**config.mk**
```make
export PLATFORM = sky130hd
export DESIGN_NAME = sys_seq_flat
export DESIGN_NICKNAME = d
export VERILOG_FILES = /design/src/rtl/sys_pkg.sv /design/src/rtl/sys_seq_if.sv /design/src/rtl/sys_seq_pc_next.sv /design/src/rtl/sys_seq.sv /design/src/flat_wrapper.sv
export SDC_FILE = /design/constraint.sdc
export NUM_CORES = 1
export LEC_CHECK = 0
export ABC_AREA = 1
export CORE_MARGIN = 4
export CORE_UTILIZATION = 35
export CTS_CLUSTER_DIAMETER = 50
export DETAILED_ROUTE_END_ITERATION = 12
export HOLD_SLACK_MARGIN = 0.02
export PLACE_DENSITY = 0.69
export SETUP_SLACK_MARGIN = 0.1
export SYNTH_ARGS = -nofsm -noshare
export SYNTH_HDL_FRONTEND = slang
export SYNTH_HIERARCHICAL = 1
export SYNTH_SLANG_ARGS = --single-unit
export TNS_END_PERCENT = 20
```
**constraint.sdc**
```tcl
create_clock -name SYS_clk -period 2 [get_ports SYS_clk]
set_clock_uncertainty 0.2 [all_clocks]
set_input_delay 0.3 -clock SYS_clk [delete_from_list [all_inputs] [get_ports SYS_clk]]
set_output_delay 0.3 -clock SYS_clk [all_outputs]
set_load 0.05 [all_outputs]
```
**src/rtl/sys_pkg.sv**
```systemverilog
// Shared definitions for the sys_seq instruction sequencer: FSM state
// encodings and the default exception vector.
package sys_pkg;

  typedef enum logic [2:0] {
    S_FETCH  = 3'd0,
    S_DECODE = 3'd1,
    S_EXEC   = 3'd2,
    S_MEM    = 3'd3,
    S_WB     = 3'd4,
    S_EXC    = 3'd5,
    S_HALT   = 3'd6
  } state_e;

  localparam logic [7:0] EXC_VEC_DEF = 8'h80;

endpackage

```
**src/rtl/sys_seq_if.sv**
```systemverilog
// Control/status bundle between the sys_seq sequencer and its datapath.
// The sequencer takes the slave view; the datapath/bench takes master.
interface sys_seq_if #(
  parameter int PC_W  = 8,
  parameter int CNT_W = 16,
  parameter int N_EXC = 3
);

  logic                    SYS_load;
  logic [PC_W-1:0]         SYS_pc_val;
  logic                    SYS_step_mode;
  logic                    SYS_step;
  logic                    ctl_branch;
  logic                    alu_zero;
  logic                    ctl_jump;
  logic                    ctl_mem;
  logic                    ctl_regwr;
  logic signed [PC_W-1:0]  imm;
  logic [PC_W-3:0]         jtarget;
  logic [N_EXC-1:0]        exc_req;

  logic [PC_W-1:0]         PC_out;
  logic [PC_W-1:0]         EPC;
  logic [N_EXC-1:0]        cause;
  logic                    ir_load;
  logic                    mem_en;
  logic                    reg_we;
  logic [2:0]              state;
  logic                    exc_active;
  logic [CNT_W-1:0]        retired;

  modport master (
    output SYS_load, SYS_pc_val, SYS_step_mode, SYS_step,
           ctl_branch, alu_zero, ctl_jump, ctl_mem, ctl_regwr,
           imm, jtarget, exc_req,
    input  PC_out, EPC, cause, ir_load, mem_en, reg_we,
           state, exc_active, retired
  );

  modport slave (
    input  SYS_load, SYS_pc_val, SYS_step_mode, SYS_step,
           ctl_branch, alu_zero, ctl_jump, ctl_mem, ctl_regwr,
           imm, jtarget, exc_req,
    output PC_out, EPC, cause, ir_load, mem_en, reg_we,
           state, exc_active, retired
  );

endinterface

```
**src/rtl/sys_seq_pc_next.sv**
```systemverilog
// Next-PC selection for a retiring instruction: jump, taken branch or
// fall-through. Purely combinational; all arithmetic wraps at 2^PC_W.
module pc_next #(
  parameter int PC_W = 8
) (
  input  logic                   jump_i,
  input  logic                   branch_i,
  input  logic                   zero_i,
  input  logic [PC_W-1:0]        pc_i,
  input  logic signed [PC_W-1:0] imm_i,
  input  logic [PC_W-3:0]        jtarget_i,
  output logic [PC_W-1:0]        npc_o
);

  logic [PC_W-1:0]        pc4;
  logic signed [PC_W-1:0] boff;

  always_comb begin
    pc4  = pc_i + PC_W'(4);
    boff = imm_i <<< 2;
    // {pc4[top:top-1], jtarget, 00} truncated to PC_W leaves only jtarget,00
    if (jump_i) begin
      npc_o = {jtarget_i, 2'b00};
    end else if (branch_i && zero_i) begin
      npc_o = pc4 + $unsigned(boff);
    end else begin
      npc_o = pc4;
    end
  end

endmodule

```
**src/rtl/sys_seq.sv**
```systemverilog
// Multi-cycle instruction sequencer: FETCH/DECODE/EXEC/MEM/WB with
// precise exceptions, single-step halt and asynchronous PC load.
module sys_seq
  import sys_pkg::*;
#(
  parameter int              PC_W    = 8,
  parameter logic [PC_W-1:0] EXC_VEC = PC_W'(EXC_VEC_DEF),
  parameter int              CNT_W   = 16,
  parameter int              N_EXC   = 3
) (
  input logic      SYS_clk,
  input logic      SYS_reset,
  sys_seq_if.slave bus
);

  state_e           state_q, state_d;
  logic [PC_W-1:0]  pc_q, pc_d;
  logic [PC_W-1:0]  epc_q, epc_d;
  logic [N_EXC-1:0] cause_q, cause_d;
  logic [CNT_W-1:0] ret_q, ret_d;
  logic             regwr_q, regwr_d;
  logic             step_q;
  logic [PC_W-1:0]  npc_q, npc_d, npc_w;
  logic [N_EXC-1:0] exc_pend_q, exc_pend_d;

  logic ld;
  logic exc_any;
  logic step_rise;

  function automatic logic [N_EXC-1:0] lowest_one(input logic [N_EXC-1:0] v);
    return v & (~v + N_EXC'(1));
  endfunction

  assign ld        = bus.SYS_load;
  assign exc_any   = |bus.exc_req;
  assign step_rise = bus.SYS_step & ~step_q;

  pc_next #(.PC_W(PC_W)) u_pc_next (
    .jump_i    (bus.ctl_jump),
    .branch_i  (bus.ctl_branch),
    .zero_i    (bus.alu_zero),
    .pc_i      (pc_q),
    .imm_i     (bus.imm),
    .jtarget_i (bus.jtarget),
    .npc_o     (npc_w)
  );

  // state register
  always_ff @(posedge SYS_clk or negedge SYS_reset) begin
    if (!SYS_reset) begin
      state_q <= S_FETCH;
    end else begin
      state_q <= state_d;
    end
  end

  // next-state decode
  always_comb begin
    state_d = state_q;
    case (state_q)
      S_FETCH:  state_d = S_DECODE;
      S_DECODE: state_d = S_EXEC;
      S_EXEC: begin
        if (exc_any)          state_d = S_EXC;
        else if (bus.ctl_mem) state_d = S_MEM;
        else                  state_d = S_WB;
      end
      S_MEM:    state_d = S_WB;
      S_WB:     state_d = bus.SYS_step_mode ? S_HALT : S_FETCH;
      S_EXC:    state_d = S_FETCH;
      S_HALT: begin
        if (step_rise || !bus.SYS_step_mode) state_d = S_FETCH;
      end
      default:  state_d = S_FETCH;
    endcase
    if (ld) state_d = S_FETCH;
  end

  // strobes: a load abandons the in-flight instruction for this cycle
  always_comb begin
    bus.ir_load    = 1'b0;
    bus.mem_en     = 1'b0;
    bus.reg_we     = 1'b0;
    bus.exc_active = SYS_reset && (state_q == S_EXC);
    if (SYS_reset && !ld) begin
      case (state_q)
        S_FETCH: bus.ir_load = 1'b1;
        S_MEM:   bus.mem_en  = 1'b1;
        S_WB:    bus.reg_we  = regwr_q;
        default: ;
      endcase
    end
  end

  // architectural state next values
  always_comb begin
    pc_d       = pc_q;
    epc_d      = epc_q;
    cause_d    = cause_q;
    ret_d      = ret_q;
    regwr_d    = regwr_q;
    npc_d      = npc_q;
    exc_pend_d = exc_pend_q;
    if (state_q == S_EXEC) begin
      regwr_d    = bus.ctl_regwr & ~exc_any;
      npc_d      = npc_w;
      exc_pend_d = lowest_one(bus.exc_req);
    end
    if (ld) begin
      pc_d = bus.SYS_pc_val;
    end else if (state_q == S_WB) begin
      pc_d  = npc_q;
      ret_d = ret_q + CNT_W'(1);
    end else if (state_q == S_EXC) begin
      pc_d    = EXC_VEC;
      epc_d   = pc_q;
      cause_d = exc_pend_q;
    end
  end

  always_ff @(posedge SYS_clk or negedge SYS_reset) begin
    if (!SYS_reset) begin
      pc_q    <= '0;
      epc_q   <= '0;
      cause_q <= '0;
      ret_q   <= '0;
      regwr_q <= 1'b0;
      step_q  <= 1'b0;
    end else begin
      pc_q    <= pc_d;
      epc_q   <= epc_d;
      cause_q <= cause_d;
      ret_q   <= ret_d;
      regwr_q <= regwr_d;
      step_q  <= bus.SYS_step;
    end
  end

  // EXEC-captured operands consumed in WB/EXC; always written before use
  always_ff @(posedge SYS_clk) begin
    npc_q      <= npc_d;
    exc_pend_q <= exc_pend_d;
  end

  assign bus.PC_out  = pc_q;
  assign bus.EPC     = epc_q;
  assign bus.cause   = cause_q;
  assign bus.retired = ret_q;
  assign bus.state   = state_q;

endmodule

```
**src/flat_wrapper.sv**
```systemverilog
// flat-port wrapper written by rule: the top's interface ports become plain ports
module sys_seq_flat import sys_pkg::*;
#(
  parameter int              PC_W    = 8,
  parameter logic [PC_W-1:0] EXC_VEC = PC_W'(EXC_VEC_DEF),
  parameter int              CNT_W   = 16,
  parameter int              N_EXC   = 3
)
  (SYS_clk, SYS_reset, bus_SYS_load, bus_SYS_pc_val, bus_SYS_step_mode, bus_SYS_step, bus_ctl_branch, bus_alu_zero, bus_ctl_jump, bus_ctl_mem, bus_ctl_regwr, bus_imm, bus_jtarget, bus_exc_req, bus_PC_out, bus_EPC, bus_cause, bus_ir_load, bus_mem_en, bus_reg_we, bus_state, bus_exc_active, bus_retired);
  sys_seq_if #(.PC_W(PC_W), .CNT_W(CNT_W), .N_EXC(N_EXC)) bus_i ();
  input logic SYS_clk;
  input logic SYS_reset;
  input wire logic [$bits(bus_i.SYS_load)-1:0] bus_SYS_load;
  input wire logic [$bits(bus_i.SYS_pc_val)-1:0] bus_SYS_pc_val;
  input wire logic [$bits(bus_i.SYS_step_mode)-1:0] bus_SYS_step_mode;
  input wire logic [$bits(bus_i.SYS_step)-1:0] bus_SYS_step;
  input wire logic [$bits(bus_i.ctl_branch)-1:0] bus_ctl_branch;
  input wire logic [$bits(bus_i.alu_zero)-1:0] bus_alu_zero;
  input wire logic [$bits(bus_i.ctl_jump)-1:0] bus_ctl_jump;
  input wire logic [$bits(bus_i.ctl_mem)-1:0] bus_ctl_mem;
  input wire logic [$bits(bus_i.ctl_regwr)-1:0] bus_ctl_regwr;
  input wire logic [$bits(bus_i.imm)-1:0] bus_imm;
  input wire logic [$bits(bus_i.jtarget)-1:0] bus_jtarget;
  input wire logic [$bits(bus_i.exc_req)-1:0] bus_exc_req;
  output wire logic [$bits(bus_i.PC_out)-1:0] bus_PC_out;
  output wire logic [$bits(bus_i.EPC)-1:0] bus_EPC;
  output wire logic [$bits(bus_i.cause)-1:0] bus_cause;
  output wire logic [$bits(bus_i.ir_load)-1:0] bus_ir_load;
  output wire logic [$bits(bus_i.mem_en)-1:0] bus_mem_en;
  output wire logic [$bits(bus_i.reg_we)-1:0] bus_reg_we;
  output wire logic [$bits(bus_i.state)-1:0] bus_state;
  output wire logic [$bits(bus_i.exc_active)-1:0] bus_exc_active;
  output wire logic [$bits(bus_i.retired)-1:0] bus_retired;
  assign bus_i.SYS_load = bus_SYS_load;
  assign bus_i.SYS_pc_val = bus_SYS_pc_val;
  assign bus_i.SYS_step_mode = bus_SYS_step_mode;
  assign bus_i.SYS_step = bus_SYS_step;
  assign bus_i.ctl_branch = bus_ctl_branch;
  assign bus_i.alu_zero = bus_alu_zero;
  assign bus_i.ctl_jump = bus_ctl_jump;
  assign bus_i.ctl_mem = bus_ctl_mem;
  assign bus_i.ctl_regwr = bus_ctl_regwr;
  assign bus_i.imm = bus_imm;
  assign bus_i.jtarget = bus_jtarget;
  assign bus_i.exc_req = bus_exc_req;
  assign bus_PC_out = bus_i.PC_out;
  assign bus_EPC = bus_i.EPC;
  assign bus_cause = bus_i.cause;
  assign bus_ir_load = bus_i.ir_load;
  assign bus_mem_en = bus_i.mem_en;
  assign bus_reg_we = bus_i.reg_we;
  assign bus_state = bus_i.state;
  assign bus_exc_active = bus_i.exc_active;
  assign bus_retired = bus_i.retired;
  sys_seq #(.PC_W(PC_W), .EXC_VEC(EXC_VEC), .CNT_W(CNT_W), .N_EXC(N_EXC)) u_core (.SYS_clk(SYS_clk), .SYS_reset(SYS_reset), .bus(bus_i));
endmodule
```
# Yosys cells after proc, flatten, opt, wreduce, memory -nomap -nowiden
# Cells that the tools add are included.
word_totals:
  reg_bits: 51
  latch_bits: 0
  ram_bits: 0
  romBits: 0
  in_bits: 35
  output_inout_bits: 42
  wordCells: 57
  memories: 0
op_classes:
  add_sub_neg: 4
  n_mul: 0
  div: 0
  order_cmp: 0
  n_eq_ne: 7
  n_shift: 0
  mux: 17
  bitwise: 8
  reduce_logical: 11
op_table:
  columns: ["op", "count"]
  rows:
  - ["$mux 8", 5]
  - ["$pmux 3 s6", 1]
  - ["$add 16x1->16 const B", 1]
  - ["$mux 3", 5]
  - ["$eq 3x3->1 const B", 3]
  - ["$add 8x3->8 const B", 1]
  - ["$add 8x8->8", 1]
  - ["$eq 3x2->1 const B", 2]
  - ["$mux 1", 6]
  - ["$not 1->1", 4]
  - ["$add 3x1->3 const B", 1]
  - ["$and 3x3->3", 1]
  - ["$eq 3x1->1 const B", 1]
  - ["$logic_and 1x1->1", 3]
  - ["$logic_not 3->1", 1]
  - ["$ne 3x2->1 const B", 1]
  - ["$not 3->3", 1]
  - ["$reduce_and 3->1", 1]
  - ["$reduce_bool 3->1", 1]
  - ["$reduce_or 3->1", 1]
  - ["$and 1x1->1", 2]
  - ["$logic_not 1->1", 2]
  - ["$reduce_and 2->1", 1]
  - ["$logic_or 1x1->1", 1]

# Logic depth before layout (Yosys ltp)
depth:
  ltp_word: 6
  mapped_depth: 13
  depth_no_buf: 13

# Modules after synthesis
# Netlist, hierarchy kept.
by_module_without_submodules:
  columns: ["mod", "n_inst", "cells_per_inst", "area_each_um2", "seq_area_each_um2"]
  rows:
  - ["sys_seq", 1, 239, 2224.6, 1331.3]
  - ["pc_next", 1, 83, 462.9, 0.0]

# Least setup slack after synthesis
# Ideal clock, no wire load.
synth_timing:
  path_type: "register -> register"
  from: "register u_core.pc_q[2], in the netlist u_core/bus.PC_out[2]"
  to: "register u_core.npc_q[7], data pin"
  arrival_time_ns: 2.134
  slack_ns: -0.587
  stages_incl_launch_ff: 11
  period_less_slack_ns: 2.587
  cell_sequence: "dfrtp_1 > ha_1 > nand3_1 > xnor2_2 > ha_1 > a21oi_1 > nand4_1 > nand3_1 > nand2_1 > nand3_1 > nand2_1"
synth_via:
  elab_chain_len: 4
synth_lines:
  columns: ["element", "line", "rtl"]
  rows:
  - ["start, declared", "sys_seq.sv:17", "logic [PC_W-1:0] pc_q, pc_d;"]
  - ["start signal, assigned", "sys_seq.sv:130", "pc_q <= pc_d;"]
  - ["$add 8x3->8 *", "sys_seq_pc_next.sv:19", "pc4 = pc_i + PC_W'(4);"]
  - ["$add 8x8->8", "sys_seq_pc_next.sv:25", "npc_o = pc4 + $unsigned(boff);"]
  - ["$mux 8 *", "sys_seq_pc_next.sv:24", "end else if (branch_i && zero_i) begin"]
  - ["$mux 8 *", "sys_seq_pc_next.sv:22", "if (jump_i) begin"]
  - ["net u_core.npc_w[7]", "sys_seq.sv:23", "logic [PC_W-1:0] npc_q, npc_d, npc_w;"]
  - ["end signal, assigned", "sys_seq.sv:141", "npc_q <= npc_d;"]
  - ["end, declared", "sys_seq.sv:23", null]
# The timed path passes the listed nets; every way through them passes the cells marked *.
# A chain may end at the register's enable or synchronous reset.

# Final worst setup path
layout_timing:
  from: "register u_core.pc_q[3], in the netlist u_core/bus.PC_out[3]"
  to: "register u_core.npc_q[7], data pin"
# The elaborated chain is that of the path after synthesis.

==> metrics <==
largest cells by area after synthesis dfrtp_1 (37%), nand2_1 (14%), edfxtp_1 (12%); PortBufs 74; ANT nets after route 0; switch share 0.404; Max Root-Sink Buffers 2; Tmin final 2190 ps; RePlAce Congestion 0.907; P_sw 1.61 mW; PwrDens 1020 nW/µm²; fraction of layout cells with a size suffix above 1 0.278; Leakage 1.86 nW; DRT iter0 DRCs 109; number of synthesized register bits 51; Yosys warnings 6; Max VDD drop 0.000359 V; GRT Total Usage 0.153; Setup Crit Path Kind register to register; Core Area 7370 µm²; flop-to-flop setup slack -190 ps; area share of the largest cell type after synthesis 0.372; Pint 2.38 mW; Top Layer Used met4; Clock Power Share 0.206; Yosys cell types 30; CTS Buf Count 5; CTS tree done; DR DRC count 0; Final WS setup -193 ps; first-pass GRT wire length 10.8 mm; post-synthesis cell count 322; DIE WIDTH 95.6 µm; RSZ-0062 raised after global routing true; router iterations before antenna repair 4; Pins Over Slew Limit 0; critical path required time 1870 ps; chip height 95.6 µm; Slew headroom 0.565; vias in the first global route 2315; fin area 3910 µm²; Clock Latency Late Sink 300 ps; CTS Sinks 51; io pins 77; maximum clock rate 0.456 GHz; Worst Hold Slack 205 ps; clock root cell clkbuf_8; dpl cell area 3630 µm²; number of fill cells 721; FF-to-FF End u_core/npc_q[7]$_DFFE_PP_; post-synthesis sequential area ratio 0.495; met1 WL 2.94 mm; Most used DFF post-synth dfrtp_1; Synth async-reset ratio 0.784; post-synthesis instance area 2690 µm²; CP startpoint kind register; most common cell in the netlist nand2_1; Worst-Margin Slew 652 ps; Routed WL per cell 12.8 µm; max-cap violation count 0; routed vias 2435; pre-CTS setup slack -292 ps; Worst Setup EP u_core/npc_q[7]$_DFFE_PP_; Post-synth EDFFs 11; # H-tree levels 2; failing checks setup timing; crit path DAT 2060 ps; Setup-failing EPs final 3; area delta synth->final 45.6%; Total Power 3.99 mW; worst hold path type input port to register; period utilisation layout 1.10; Worst-path clk slew 90 ps; num rows 31; top cells by instance count after synthesis nand2_1 (103), dfrtp_1 (40), nand3_1 (32); ant diodes 0; final-report hold violation count 0; CP Launch Point u_core/bus.PC_out[3]$_DFFE_PN0P_; Flop pwr share 0.366; Met3 Wirelength 457 µm; reg2reg start u_core/bus.PC_out[3]$_DFFE_PN0P_; final net count 464; routed wire length on met2 3.19 mm; Initial Util 0.365; initial antenna violation count 0; Mapped Nets 366; detailed-placement wirelength estimate 5.29 mm; largest net degree at the start of global routing 39; Synth area leader dfrtp_1; portion of total power attributed to combinational logic 0.428; grt ovf 0; Worst setup EP type register; Max Fanout on Critical Path 4; Routed WL 6.66 mm; Die ar. 9150 µm²; vias per cell 4.68; status complete, but fails checks; Avg Cell Area, Syn 8.35 µm²; R2R cell count 11
[registers in the layout, summed over array words and instances, names as in the netlist]
| signal | cells |
|---|---|
| u_core/bus.EPC | 8 |
| u_core/bus.PC_out | 8 |
| u_core/bus.cause | 3 |
| u_core/bus.retired | 16 |
| u_core/bus.state | 3 |
| u_core/exc_pend_q | 3 |
| u_core/npc_q | 8 |
| u_core/regwr_q | 1 |
| u_core/step_q | 1 |
[layout make-up]
class,count,area [µm²],area share
clock buffer,6,72.6,0.0185
clock inverter,2,60.1,0.0153
inverter,37,141,0.0361
multi-input combinational,228,1310,0.336
sequential,51,1340,0.342
tap,99,124,0.0316
timing repair buffer,97,862,0.220
[critical path: stages, from the launching register on]
cell	delay, ps
dfrtp_2	460
ha_4	200
xor2_2	240
ha_4	260
nand2_1	80
nand2_2	60
nand2_1	70
nand3_1	80
nand2_1	80
nand4_1	100
nand3_2	90
nand2_1	50
[routing by layer]
metal	vias up	global-route usage
met3	4	0.0347
met5	-	0
met1	1135	0.197
li1	1233	-
met2	63	0.256
met4	0	0.0427
[power by group through the flow]
| stage | logic, mW | clock network, mW | registers (mW) |
|---|---|---|---|
| finish | 1.71 | 0.824 | 1.46 |
| global route | 1.84 | 0.897 | 1.49 |
| CTS | 1.66 | 0.846 | 1.46 |
| detailed placement | 1.63 | 0 | 1.47 |
| global placement | 1.61 | 0 | 1.47 |
| floorplan | 0.461 | 0 | 2.03 |
[worst min-delay path by stage]
| stage | from | to | slack (ps) | depth (start not counted) |
|---|---|---|---|---|
| 4_1_cts | SYS_reset | u_core/regwr_q$_DFFE_PN0P_ | 200 | 2 |
| 3_3_place_gp | SYS_reset | u_core/bus.state[0]$_DFFE_PN0P_ | -90 | 1 |
| 6_report | bus_SYS_load | u_core/bus.state[2]$_DFFE_PN0P_ | 200 | 4 |
| 3_5_place_dp | SYS_reset | u_core/bus.state[0]$_DFFE_PN0P_ | -80 | 1 |
| 2_1_floorplan | SYS_reset | u_core/bus.EPC[0]$_DFFE_PN0P_ | -200 | 0 |
| 5_1_grt | SYS_reset | u_core/regwr_q$_DFFE_PN0P_ | 210 | 2 |
[cell usage in the layout (no fill, tap or decap), drive strengths merged]
cell	synthesis	routed
nand2	105	105
buf	5	65
dfrtp	40	40
inv	37	37
nand3	33	33
clkdlybuf4s50	0	30
nor2	28	28
edfxtp	11	11
nand4	8	8
nor3	8	8
o21ai	8	8
xor2	8	8
ha	8	8
clkbuf	1	6
xnor2	6	6
a31oi	5	5
a21oi	5	5
bufinv	0	2
nand3b	2	2
dlymetal6s2s	0	1
and2	1	1
o2111ai	1	1
a211oi	1	1
dlygate4sd3	0	1
fa	1	1
[logic make-up (layout without fill, tap and decap cells)]
group / Yosys count / in the layout / share of synthesized area
and+or+nand+nor: 185 / 185 / 0.304
DFF: 51 / 51 / 0.495
buffers and inverters: 43 / 142 / 0.0661
AOI/OAI and AO/OA: 20 / 20 / 0.0419
xor gates and xnor gates: 14 / 14 / 0.0484
adders and majority gates: 9 / 9 / 0.0447
[repair_timing]
action,in CTS,in global routing
resized for setup,10,20
hold buffers,1,0
setup endpoints to repair,7,9
pin swaps,9,17
hold endpoints to repair,40,0
setup buffers,1,1
[through the flow]
step / std cells / utilization / setup TNS (ps)
floorplan: 322 / - / -980
global placement: 509 / 0.493 / -640
detailed placement: 509 / 0.493 / -769
CTS: 519 / 0.517 / -436
global route: 520 / 0.531 / -864
finish: 520 / 0.531 / -390
No activity file was read; power rests on OpenSTA's default activity.
